===== src/rtl/maze_pkg.sv =====
// Shared maze types for actor movement: direction and tile-class encodings
// plus the steering helpers used by every actor instance.
package maze_pkg;

    typedef enum logic [1:0] {
        DIR_RIGHT = 2'b00,
        DIR_UP    = 2'b01,
        DIR_DOWN  = 2'b10,
        DIR_LEFT  = 2'b11
    } dir_t;

    typedef enum logic [1:0] {
        TILE_WALL   = 2'b00,
        TILE_OPEN   = 2'b01,
        TILE_PELLET = 2'b10,
        TILE_HOUSE  = 2'b11
    } tile_t;

    // The encoding is chosen so that the opposite direction is the bitwise NOT.
    function automatic dir_t reverse(dir_t d);
        return dir_t'(~d);
    endfunction

    // Clockwise on screen (y grows downward): RIGHT -> DOWN -> LEFT -> UP.
    function automatic dir_t rotate_cw(dir_t d);
        case (d)
            DIR_RIGHT: return DIR_DOWN;
            DIR_DOWN:  return DIR_LEFT;
            DIR_LEFT:  return DIR_UP;
            default:   return DIR_RIGHT;
        endcase
    endfunction

    // Counter-clockwise: RIGHT -> UP -> LEFT -> DOWN.
    function automatic dir_t rotate_ccw(dir_t d);
        case (d)
            DIR_RIGHT: return DIR_UP;
            DIR_UP:    return DIR_LEFT;
            DIR_LEFT:  return DIR_DOWN;
            default:   return DIR_RIGHT;
        endcase
    endfunction

    // Walls are never walkable; house tiles only for actors allowed inside.
    function automatic logic passable(logic [1:0] t, logic house_ok);
        return (t != TILE_WALL) && ((t != TILE_HOUSE) || house_ok);
    endfunction

endpackage


===== src/rtl/step_accum.sv =====
// Fractional speed accumulator: adds speed every enabled tick and emits a
// one-tick step whenever the sum carries out of SPD_W bits.
module step_accum #(
    parameter int SPD_W = 8
) (
    input  logic             clk60,
    input  logic             reset_n,
    input  logic             clear,
    input  logic             enable,
    input  logic [SPD_W-1:0] speed,
    output logic             step
);

    logic [SPD_W-1:0] acc;
    logic [SPD_W:0]   acc_sum;

    assign acc_sum = {1'b0, acc} + {1'b0, speed};
    // Step is combinational so the carry tick is the tick the actor moves.
    assign step    = enable & ~clear & acc_sum[SPD_W];

    // Accumulate while running; clear on spawn, hold while frozen.
    always_ff @(posedge clk60 or negedge reset_n) begin
        if (!reset_n)
            acc <= '0;
        else if (clear)
            acc <= '0;
        else if (enable)
            acc <= acc_sum[SPD_W-1:0];
    end

endmodule


===== src/rtl/actor_motion.sv =====
// Per-actor maze movement engine: steering request capture, centre-gated
// turning, fractional-speed stepping, and walk animation.
// Optional build macro ACTOR_TUNNEL_WRAP_EN: horizontal tunnel wrap at the
// maze edges; without it those edges behave as walls.
module actor_motion
    import maze_pkg::*;
#(
    parameter int TILE_PX    = 8,
    parameter int CENTER_OFS = 3,
    parameter int MAZE_W_PX  = 224,
    parameter int Y_TILE_OFS = 3,
    parameter int SPAWN_X    = 119,
    parameter int SPAWN_Y    = 227,
    parameter int SPD_W      = 8,
    parameter int REL_MODE   = 1,
    parameter int ANIM_DIV   = 2
) (
    input  logic             clk60,
    input  logic             reset_n,
    input  logic             enable,
    input  logic             spawn,
    input  logic [9:0]       spawn_x,
    input  logic [9:0]       spawn_y,
    input  logic [1:0]       spawn_dir,
    input  logic [SPD_W-1:0] speed,
    input  logic             req_left,
    input  logic             req_right,
    input  logic             req_uturn,
    input  logic [1:0]       req_dir,
    input  logic             req_dir_valid,
    input  logic             house_ok,
    input  logic [3:0][1:0]  tile_info,
    output logic [9:0]       xloc,
    output logic [9:0]       yloc,
    output logic [1:0]       dir,
    output logic [1:0]       anim_cycle,
    output logic [6:0]       tile_x,
    output logic [6:0]       tile_y,
    output logic             at_center,
    output logic             moved
);

    localparam int                 TILE_SH = $clog2(TILE_PX);
    localparam logic [TILE_SH-1:0] CTR     = TILE_SH'(CENTER_OFS);
    localparam logic [9:0]         X_MAX   = 10'(MAZE_W_PX - 1);
    localparam int                 ACW     = $clog2(ANIM_DIV + 1);

    dir_t           cur_dir, queue, queue_cap, dir_n;
    logic [2:0]     btn_s1, btn_s2, btn_rise;   // {uturn, right, left}
    logic [ACW-1:0] anim_cnt;
    logic [9:0]     nx, ny, tx_full, ty_full;
    logic           step, blocked, edge_stop, do_move;

    assign dir       = cur_dir;
    assign at_center = (xloc[TILE_SH-1:0] == CTR) && (yloc[TILE_SH-1:0] == CTR);
    assign tx_full   = xloc >> TILE_SH;
    assign ty_full   = (yloc >> TILE_SH) - 10'(Y_TILE_OFS);
    assign tile_x    = tx_full[6:0];
    assign tile_y    = ty_full[6:0];
    assign btn_rise  = btn_s1 & ~btn_s2;

    step_accum #(.SPD_W(SPD_W)) u_step (
        .clk60   (clk60),
        .reset_n (reset_n),
        .clear   (spawn),
        .enable  (enable),
        .speed   (speed),
        .step    (step)
    );

    // Button edge detectors run every edge so presses during a freeze still queue.
    always_ff @(posedge clk60 or negedge reset_n) begin
        if (!reset_n) begin
            btn_s1 <= '0;
            btn_s2 <= '0;
        end else begin
            btn_s1 <= {req_uturn, req_right, req_left};
            btn_s2 <= btn_s1;
        end
    end

    // New queued direction from this edge's request (relative buttons or joystick).
    always_comb begin
        queue_cap = queue;
        if (REL_MODE != 0) begin
            if (btn_rise[0])      queue_cap = rotate_ccw(cur_dir);
            else if (btn_rise[1]) queue_cap = rotate_cw(cur_dir);
            else if (btn_rise[2]) queue_cap = reverse(cur_dir);
        end else if (req_dir_valid) begin
            queue_cap = dir_t'(req_dir);
        end
    end

    // Turn decision and candidate next position in the (possibly new) direction.
    always_comb begin
        dir_n = cur_dir;
        if (queue_cap == reverse(cur_dir))
            dir_n = queue_cap;
        else if (at_center && passable(tile_info[queue_cap], house_ok))
            dir_n = queue_cap;
        blocked   = at_center && !passable(tile_info[dir_n], house_ok);
        edge_stop = 1'b0;
        nx        = xloc;
        ny        = yloc;
        case (dir_n)
            DIR_UP:   ny = yloc - 10'd1;
            DIR_DOWN: ny = yloc + 10'd1;
            DIR_LEFT: begin
                if (xloc == 10'd0) begin
`ifdef ACTOR_TUNNEL_WRAP_EN
                    nx = X_MAX;
`else
                    edge_stop = 1'b1;
`endif
                end else begin
                    nx = xloc - 10'd1;
                end
            end
            default: begin
                if (xloc == X_MAX) begin
`ifdef ACTOR_TUNNEL_WRAP_EN
                    nx = 10'd0;
`else
                    edge_stop = 1'b1;
`endif
                end else begin
                    nx = xloc + 10'd1;
                end
            end
        endcase
        do_move = step && !blocked && !edge_stop;
    end

    // Actor state: spawn overrides the frame; otherwise queue always, motion only when enabled.
    always_ff @(posedge clk60 or negedge reset_n) begin
        if (!reset_n) begin
            xloc       <= 10'(SPAWN_X);
            yloc       <= 10'(SPAWN_Y);
            cur_dir    <= DIR_RIGHT;
            queue      <= DIR_RIGHT;
            anim_cycle <= 2'd1;
            anim_cnt   <= '0;
            moved      <= 1'b0;
        end else if (spawn) begin
            xloc       <= spawn_x;
            yloc       <= spawn_y;
            cur_dir    <= dir_t'(spawn_dir);
            queue      <= dir_t'(spawn_dir);
            anim_cycle <= 2'd1;
            anim_cnt   <= '0;
            moved      <= 1'b0;
        end else begin
            queue <= queue_cap;
            moved <= 1'b0;
            if (enable) begin
                cur_dir <= dir_n;
                if (do_move) begin
                    xloc  <= nx;
                    yloc  <= ny;
                    moved <= 1'b1;
                    if (anim_cnt == ACW'(ANIM_DIV - 1)) begin
                        anim_cnt   <= '0;
                        anim_cycle <= anim_cycle + 2'd1;
                    end else begin
                        anim_cnt <= anim_cnt + 1'b1;
                    end
                end
            end
        end
    end

endmodule


===== config.mk =====
export PLATFORM = sky130hd
export DESIGN_NAME = actor_motion
export DESIGN_NICKNAME = d
export VERILOG_FILES = /design/src/rtl/maze_pkg.sv /design/src/rtl/step_accum.sv /design/src/rtl/actor_motion.sv
export SDC_FILE = /design/constraint.sdc
export NUM_CORES = 1
export LEC_CHECK = 0
export CAP_MARGIN = 20
export CORE_MARGIN = 1.5
export CORE_UTILIZATION = 45
export DETAILED_ROUTE_END_ITERATION = 7
export PLACE_DENSITY = 0.73
export SLEW_MARGIN = 10
export SYNTH_ARGS = -nofsm -noshare
export SYNTH_HDL_FRONTEND = slang
export SYNTH_HIERARCHICAL = 1
export SYNTH_SLANG_ARGS = --single-unit

===== constraint.sdc =====
create_clock -name clk60 -period 5.55 [get_ports clk60]
set_clock_uncertainty 0.2 [all_clocks]
set_input_delay 1.11 -clock clk60 [delete_from_list [all_inputs] [get_ports clk60]]
set_output_delay 1.11 -clock clk60 [all_outputs]
set_load 0.01 [all_outputs]

# Yosys cells after proc, flatten, opt, wreduce, memory -nomap -nowiden
# Cells that the tools add are included.
# classes
add_sub_neg,8
n_lt_le_gt_ge,2
eq_ne,16
mux,40
n_bitwise,6
reduce_logical,25
# op_table
op,n
10-bit two-way mux,8
10-bit one-hot mux with 2 select lines,2
2-bit two-way mux,18
10-bit by 1-bit adder with 10-bit output (second input constant),2
10-bit by 1-bit subtractor with 10-bit output (second input constant),2
8-bit two-way mux,2
2-bit one-hot mux with 3 select lines,2
10-bit by 8-bit == test with 1-bit output (second input constant),1
10-bit logical NOT,1
2-bit nonzero test,5
8-bit by 8-bit adder with 9-bit output,1
2-bit binary-select mux with 2-bit select,2
2-bit == test (second input constant),4
1-bit logical AND,7
7-bit by 2-bit subtractor with 7-bit output (second input constant),1
2-bit by 1-bit == test with 1-bit output (second input constant),3
3-bit by 2-bit == test with 1-bit output (second input constant),2
2-bit by 3-bit < comparator with 1-bit output (second input constant),2
3-bit AND reduction,2
1-bit two-way mux,5
5-bit AND reduction,1
2-bit by 1-bit adder with 2-bit output (second input constant),2
2-bit inequality test (second input constant),2
3-bit AND,1
15 further kinds,19
# word_totals
reg_bits,43
input_bits,49
out_inout_bits,40
wordCells,107

# Longest topological paths before layout
# Gate-level depths: netlist of the first run.
# logic_depth
depth_word,26
ltp_mapped,24
depth_no_buf,22

# Modules after synthesis
# Netlist of the first run, hierarchy kept.
# modules_own_cells
mod,instances,cells_each,area_each_um2,seq_area_each_um2
actor_motion,1,380,3140.5,890.9
step_accum,1,67,643.1,200.2

# Least setup slack after synthesis of the first run
# Ideal clock, no wire load.
# synth_timing
path_type,input-to-reg
startpoint,input port tile_info[3] in the netlist's numbering
endpoint,register yloc[9]
setup_ps,69
arrival_time_ps,4714
required_time_ps,5281
path_slack_ps,566
path_stages,22
n_path_buf,0
cell_sequence,nand2b_1 -> nand2_1 -> a221oi_1 -> nand3_1 -> or2_4 -> a2bb2oi_4 -> o21ai_4 -> mux2i_1 -> nor2_1 -> inv_1 -> ha_1 -> a21o_1 -> a21oi_1 -> o21ai_0 -> a21oi_1 -> o21bai_1 -> a21oi_1 -> o21ai_0 -> nor3_1 -> o21ai_0 -> a211o_1 -> nand3_1
# synth_between
elab_chain_cells,20
elab_cells_between_ends,33
cone_classes,eq/ne: 5; mux: 11; reduce/logical: 17
# synth_lines
item,line,rtl
start: declaration,actor_motion.sv:32,"input logic [3:0][1:0] tile_info,"
2-bit binary-select mux with 2-bit select,actor_motion.sv:99,"else if (at_center && passable(tile_info[queue_cap], house_ok))"
2-bit two-way mux (not written as such),actor_motion.sv:99,
2-bit inequality test,maze_pkg.sv:46,return (t != TILE_WALL) && ((t != TILE_HOUSE) || house_ok);
1-bit logical OR,maze_pkg.sv:46,
1-bit logical AND,maze_pkg.sv:46,
1-bit logical AND,actor_motion.sv:99,
2-bit two-way mux,actor_motion.sv:99,
2-bit two-way mux,actor_motion.sv:97,if (queue_cap == reverse(cur_dir))
(+3 left out),--,
1-bit logical OR,maze_pkg.sv:46,
1-bit logical AND,maze_pkg.sv:46,
1-bit logical NOT,actor_motion.sv:101,"blocked = at_center && !passable(tile_info[dir_n], house_ok);"
1-bit logical AND,actor_motion.sv:101,
1-bit logical NOT,actor_motion.sv:131,do_move = step && !blocked && !edge_stop;
1-bit logical AND (2 in series),actor_motion.sv:131,
2-bit nonzero test (no source line),--,
3-bit AND reduction (no source line),--,
end signal: assignment,actor_motion.sv:138,yloc <= 10'(SPAWN_Y);
end signal: assignment,actor_motion.sv:146,yloc <= spawn_y;
end signal: assignment,actor_motion.sv:159,yloc <= ny;
end: declaration,actor_motion.sv:34,"output logic [9:0] yloc,"
# Several ways; a longest one is shown, not always the timed one. The select of a mux whose other input is x is not followed.
# A chain may end at the register's enable or synchronous reset.

# Worst setup path in the final report of the first run
# Ends and elaborated chain as after synthesis.

==> results of run 1 <==
==> synthesized netlist by cell type, types with 11 or more instances <==
cell type / number
nand2_1: 34
xnor2_1: 12
nand2b_1: 13
nand3_1: 16
o21ai_0: 21
nor2_1: 42
dfstp_2: 12
a21oi_1: 18
dfrtp_1: 31
clkbuf_1: 13
inv_1: 22
ha_1: 18
mux2i_1: 12
a31oi_1: 12
a221oi_1: 11
o31ai_1: 13
nor3_1: 11
==> layout make-up <==
class / instances / area, µm²
Timing Repair Buffer: 108 / 1040
Fill cell: 758 / 3270
Inverter: 22 / 82.6
Clock buffer: 6 / 82.6
Sequential cell: 43 / 1090
Tap cell: 105 / 131
Multi-Input combinational cell: 353 / 2460
Clock inverter: 2 / 16.3
==> routing by layer <==
| metal | up-vias | GRT usage [%] |
|---|---|---|
| met4 | 0 | 6.84 |
| met2 | 90 | 38.1 |
| met5 | - | 0 |
| met1 | 1757 | 30.6 |
| met3 | 9 | 3.38 |
| li1 | 1840 | - |
==> repair_timing <==
| item | 4_1_cts | 5_1_grt |
|---|---|---|
| setup endpoints to repair | 0 | 2 |
| hold buffers | 0 | 0 |
| gates resized for setup | 0 | 5 |
==> layout by cell type, fill, tap and decap left out, drive strengths merged, types with 4 or more instances in the layout <==
master,instances
a2111oi,5
a21o,7
a21oi,18
a221oi,11
a31oi,12
and3,6
buf,24
clkbuf,6
clkdlybuf4s50,84
dfrtp,31
dfstp,12
ha,18
inv,22
mux2,4
mux2i,12
nand2,34
nand2b,14
nand3,16
nor2,42
nor2b,9
nor3,11
o2111ai,9
o211a,4
o211ai,7
o21ai,24
o31ai,14
or2,4
or3,4
or4,10
xnor2,12
xor2,5
==> final timing paths <==
path	from	to	slack (ns)	cells past startpoint
worst min-delay path	btn_s1[1]	btn_s2[1]	0.17	0
worst max-delay path	tile_info[3]	yloc[9]	0.42	23
worst min register to register	btn_s1[1]	btn_s2[1]	0.17	0
min in group asynchronous	reset_n	xloc[7]	0.57	1
worst max register to register	dir[0]	yloc[9]	0.68	22
max in group asynchronous	reset_n	yloc[7]	3.99	2
==> critical path: stages <==
cell and delay (ns):
clkdlybuf4s50_1 0.46, nand2b_1 0.12, nand2_1 0.06, a221oi_1 0.28, nand3_1 0.17, or2_4 0.31
a2bb2oi_4 0.21, o21ai_4 0.09, mux2i_1 0.16, nor2_2 0.14, inv_1 0.07, buf_4 0.16
ha_1 0.31, a21oi_2 0.16, o21ai_0 0.12, a21oi_1 0.19, o21bai_1 0.09, a21oi_1 0.18
o21ai_0 0.14, nor3_1 0.16, o21ai_0 0.11, a211o_1 0.30, nand3_1 0.06
==> per-stage QoR <==
step           power [mW]  instances  setup slack, ns  hold slack [ns]
6_report             1.36        639            0.416            0.173
5_1_grt              1.46        639           0.0125            0.200
4_1_cts              1.35        638            0.325            0.180
3_5_place_dp         1.12        630           0.0374            0.162
3_3_place_gp         1.10        630            0.118            0.154
2_1_floorplan       0.865        447            0.566            0.147
==> sequential cells by signal (all words and copies together), names as in the netlist <==
signal,flops
queue,2
btn_s1,3
u_step/acc,8
btn_s2,3
anim_cnt,2
anim_cycle,2
xloc,10
yloc,10
moved,1
dir,2
==> cells by family (layout without fill, tap and decap cells) <==
kind of cell | Yosys count | count (layout) | share of synthesized area (%)
AOI/OAI and AO/OA | 137 | 137 | 27.1
xor gates and xnor gates | 17 | 17 | 3.94
adders and majority gates | 20 | 20 | 7.01
buffers and inverters | 51 | 138 | 6.51
DFF | 43 | 43 | 28.8
muxes | 16 | 16 | 4.46
and+or+nand+nor | 163 | 163 | 22.2
==> where the power goes <==
part / switching, mW / internal, mW
logic: 0.369 / 0.362
registers: 0.0514 / 0.352
clock network: 0.121 / 0.102
==> impl_metrics.json, run 1 <==
{
  "status": "complete, no violations",
  "fin_util_pct": 60.0,
  "p_leak_nw": 2.02,
  "num_vias": 3696,
  "routed_wl_um": 9930,
  "hold_viol": 0,
  "yosys.area.top_type": "dfrtp_1",
  "ys_ff_latch": 43,
  "die_w_um": 94.7,
  "crit_required_ns": 5.59,
  "dp_hpwl_um": 7180,
  "tightest_slew_ns": 0.727,
  "top_layer_used": "met4",
  "crit_type": "in -> reg",
  "clock_latency_ns": 0.31,
  "fp.dieH_um": 94.7,
  "gp_congestion": 0.917,
  "cp_max_fo": 7,
  "final_antenna_net_count": 0,
  "crit_path_end_kind": "flop",
  "placedInstanceArea_um2": 4760,
  "dr_wl_met2_um": 4730,
  "maxCapViolations": 0,
  "htreeDepth": 2,
  "synth_top_area_share_pct": 20.5,
  "grt_max_degree": 45,
  "core_area_um2": 8180,
  "ys_seq_area_share_pct": 28.8,
  "wl_met3_um": 412,
  "syn_inst": 447,
  "area.growth.synth_to_final_pct": 29.6,
  "syn_nets": 516,
  "synth_warnings": 6,
  "synthTopCellsByArea": "dfrtp_1 21%, dfstp_2 8.3%, ha_1 6.0%, nor2_1 4.2%, nand2_1 3.4%",
  "final_nets": 602,
  "first_global_vias": 3579,
  "postLayoutCellArea_um2": 4900,
  "worstPathArrival_ns": 5.18,
  "cts_tree": "yes",
  "cts_buffers": 5,
  "min_period_ns": 5.13,
  "drt_pre_antenna_iters": 4,
  "hold_class": "reg -> reg",
  "synth_ff_type": "dfrtp_1",
  "portBuffers": 85,
  "cts_setup_buffers": 0,
  "slew_headroom_pct": 51.5,
  "grt_pass1_wl_um": 16500,
  "drc": 0,
  "syn_area_um2": 3780,
  "drive_above_1_share_pct": 12.5,
  "wl_met1_um": 4670,
  "ys_types": 67,
  "via_per_inst": 5.78,
  "max-vdd-ir-drop_uv": 167,
  "cts_buffer_depth": 2,
  "finalSetupViolations": 0,
  "fin_tns_setup_ns": 0,
  "synth_edf_count": 0,
  "synthArstFlopShare_pct": 100,
  "rsz0062_at_grt": "no",
  "max_clock_freq_mhz": 195,
  "row_count": 33,
  "antenna_found_initial": 0,
  "num_antenna_cells": 0,
  "syn_avg_cell_area_um2": 8.46,
  "overflow": 0,
  "drtIter0Drc": 157,
  "path_clk_slew_ns": 0.09,
  "cts_root_buf": "clkbuf_8",
  "powerDensity_nw_per_um2": 276,
  "die_area_um2": 8970,
  "wl_per_cell_um": 15.5,
  "floorplan.initialDensity_pct": 46.3,
  "drv_slew": 0,
  "fin_crit_sh_pct": 92.5,
  "grt_usage_pct": 22.9,
  "io_pins": 89,
  "critPathLaunchType": "input pin",
  "clkSinkCount": 43
}
(Power assumes the default switching activity.)
==> run 2, diff against run 1 <==
- TNS_END_PERCENT: not set -> 5
==> results of run 2 <==
Same layout as run 1: the final DEF is identical, and so are final timing and power.
==> run 3, diff against run 2 <==
- CORE_MARGIN: 1.5 -> not set
==> impl_metrics.json, run 3 (same netlist as run 1, synthesis figures left out) <==
{
  "crit_type": "in -> reg",
  "wl_per_cell_um": 15.8,
  "p_leak_nw": 2.04,
  "critPathLaunchType": "input pin",
  "min_period_ns": 5.24,
  "drc": 0,
  "die_w_um": 93.7,
  "largest_registers": "xloc x10, yloc x10, u_step/acc x8",
  "finalSetupViolations": 0,
  "floorplan.initialDensity_pct": 46.3,
  "cts_hold_buf": 0,
  "powerDensity_nw_per_um2": 282,
  "overflow": 0,
  "cp_max_fo": 7,
  "worstPathArrival_ns": 5.28,
  "max_clock_freq_mhz": 191,
  "slew_headroom_pct": 47.2,
  "clkSinkCount": 43,
  "layout_commonest_cell": "clkdlybuf4s50_1",
  "num_vias": 3750,
  "portBuffers": 85,
  "drt_pre_antenna_iters": 4,
  "final_nets": 604,
  "path_clk_slew_ns": 0.09,
  "io_pins": 89,
  "final_antenna_net_count": 0,
  "antenna_found_initial": 0,
  "cts_root_buf": "clkbuf_8",
  "die_area_um2": 8780,
  "whs_ns": 0.176,
  "final_cell_mix": "84 x clkdlybuf4s50_1, 41 x nor2_1, 34 x nand2_1",
  "cts_buffer_depth": 2,
  "hold_class": "reg -> reg",
  "num_antenna_cells": 0,
  "area.growth.synth_to_final_pct": 30.6,
  "maxCapViolations": 0,
  "hold_viol": 0,
  "grt_pass1_wl_um": 16700,
  "fp.dieH_um": 93.7,
  "p_total_mw": 1.40,
  "drive_above_1_share_pct": 12.5,
  "fin_crit_sh_pct": 94.5,
  "dp_hpwl_um": 7140,
  "core_area_um2": 8180,
  "drtIter0Drc": 133,
  "status": "complete, no violations",
  "clock_latency_ns": 0.30,
  "cts_buffers": 5,
  "crit_path_end_kind": "flop",
  "tightest_slew_ns": 0.792,
  "cts_tree": "yes",
  "crit_required_ns": 5.58,
  "grt_usage_pct": 23.5,
  "htreeDepth": 2,
  "fin_tns_setup_ns": 0,
  "gp_congestion": 0.854,
  "first_global_vias": 3554,
  "setup_slack_ns": 0.308,
  "grt_max_degree": 45,
  "max-vdd-ir-drop_uv": 141,
  "routed_wl_um": 10100,
  "row_count": 33,
  "dp_slack_ns": -0.0402,
  "drv_slew": 0,
  "via_per_inst": 5.85
}
-- run 3: cell type report --
| type | instances | area (µm²) |
|---|---|---|
| Fill cell | 724 | 3240 |
| Clock inverter | 1 | 30.0 |
| Inverter | 22 | 82.6 |
| Timing Repair Buffer | 110 | 1050 |
| Clock buffer | 7 | 76.3 |
| Multi-Input combinational cell | 353 | 2470 |
| Sequential cell | 43 | 1090 |
| Tap cell | 105 | 131 |
-- run 3: per-layer routing --
metal  global-route usage, %  wire (µm)
met2                    39.7       4790
met1                    31.9       4770
met4                    5.26         76
met3                    2.99        488
met5                       0          0
-- run 3: path summary, 6_finish.rpt --
| check | start | end | slack [ns] | depth (start not counted) |
|---|---|---|---|---|
| worst min register to register | btn_s1[1] | btn_s2[1] | 0.18 | 0 |
| max in group asynchronous | reset_n | yloc[7] | 3.99 | 2 |
| worst max register to register | dir[0] | yloc[9] | 0.43 | 22 |
| worst min-delay path | btn_s1[1] | btn_s2[1] | 0.18 | 0 |
| min in group asynchronous | reset_n | xloc[7] | 0.57 | 1 |
| worst max-delay path | tile_info[2] | yloc[9] | 0.31 | 23 |
-- run 3: what timing repair did --
action	4_1_cts	5_1_grt
resized for setup	0	6
setup endpoints to repair	0	2
buffers inserted	0	2
hold endpoints to repair	0	0
-- run 3: report_power, final --
group / internal [mW] / switching, mW
Sequential: 0.351 / 0.0529
Clock: 0.135 / 0.113
Combinational: 0.364 / 0.379
Total: 0.851 / 0.545
-- run 3: metrics by stage --
step	cell area [µm²]	utilization, %	cells
5_1_grt	4940	60.4	641
3_3_place_gp	4760	58.2	630
4_1_cts	4870	59.6	638
2_1_floorplan	3780	-	447
3_5_place_dp	4760	58.2	630
6_report	4940	60.4	641
-- run 3: critical path, stage by stage --
cell,delay (ns)
clkdlybuf4s50_1,0.50
nand2b_1,0.08
a2111oi_0,0.31
a221oi_1,0.10
nand3_1,0.17
nand2_1,0.10
o31ai_4,0.32
o21ai_4,0.09
mux2i_1,0.15
nor2_1,0.20
inv_1,0.08
buf_4,0.17
ha_1,0.31
a21oi_1,0.18
o21ai_0,0.10
a21oi_1,0.18
o21bai_1,0.11
a21oi_2,0.17
o21ai_0,0.15
nor3_1,0.15
o21ai_0,0.13
a211o_1,0.31
nand3_1,0.07
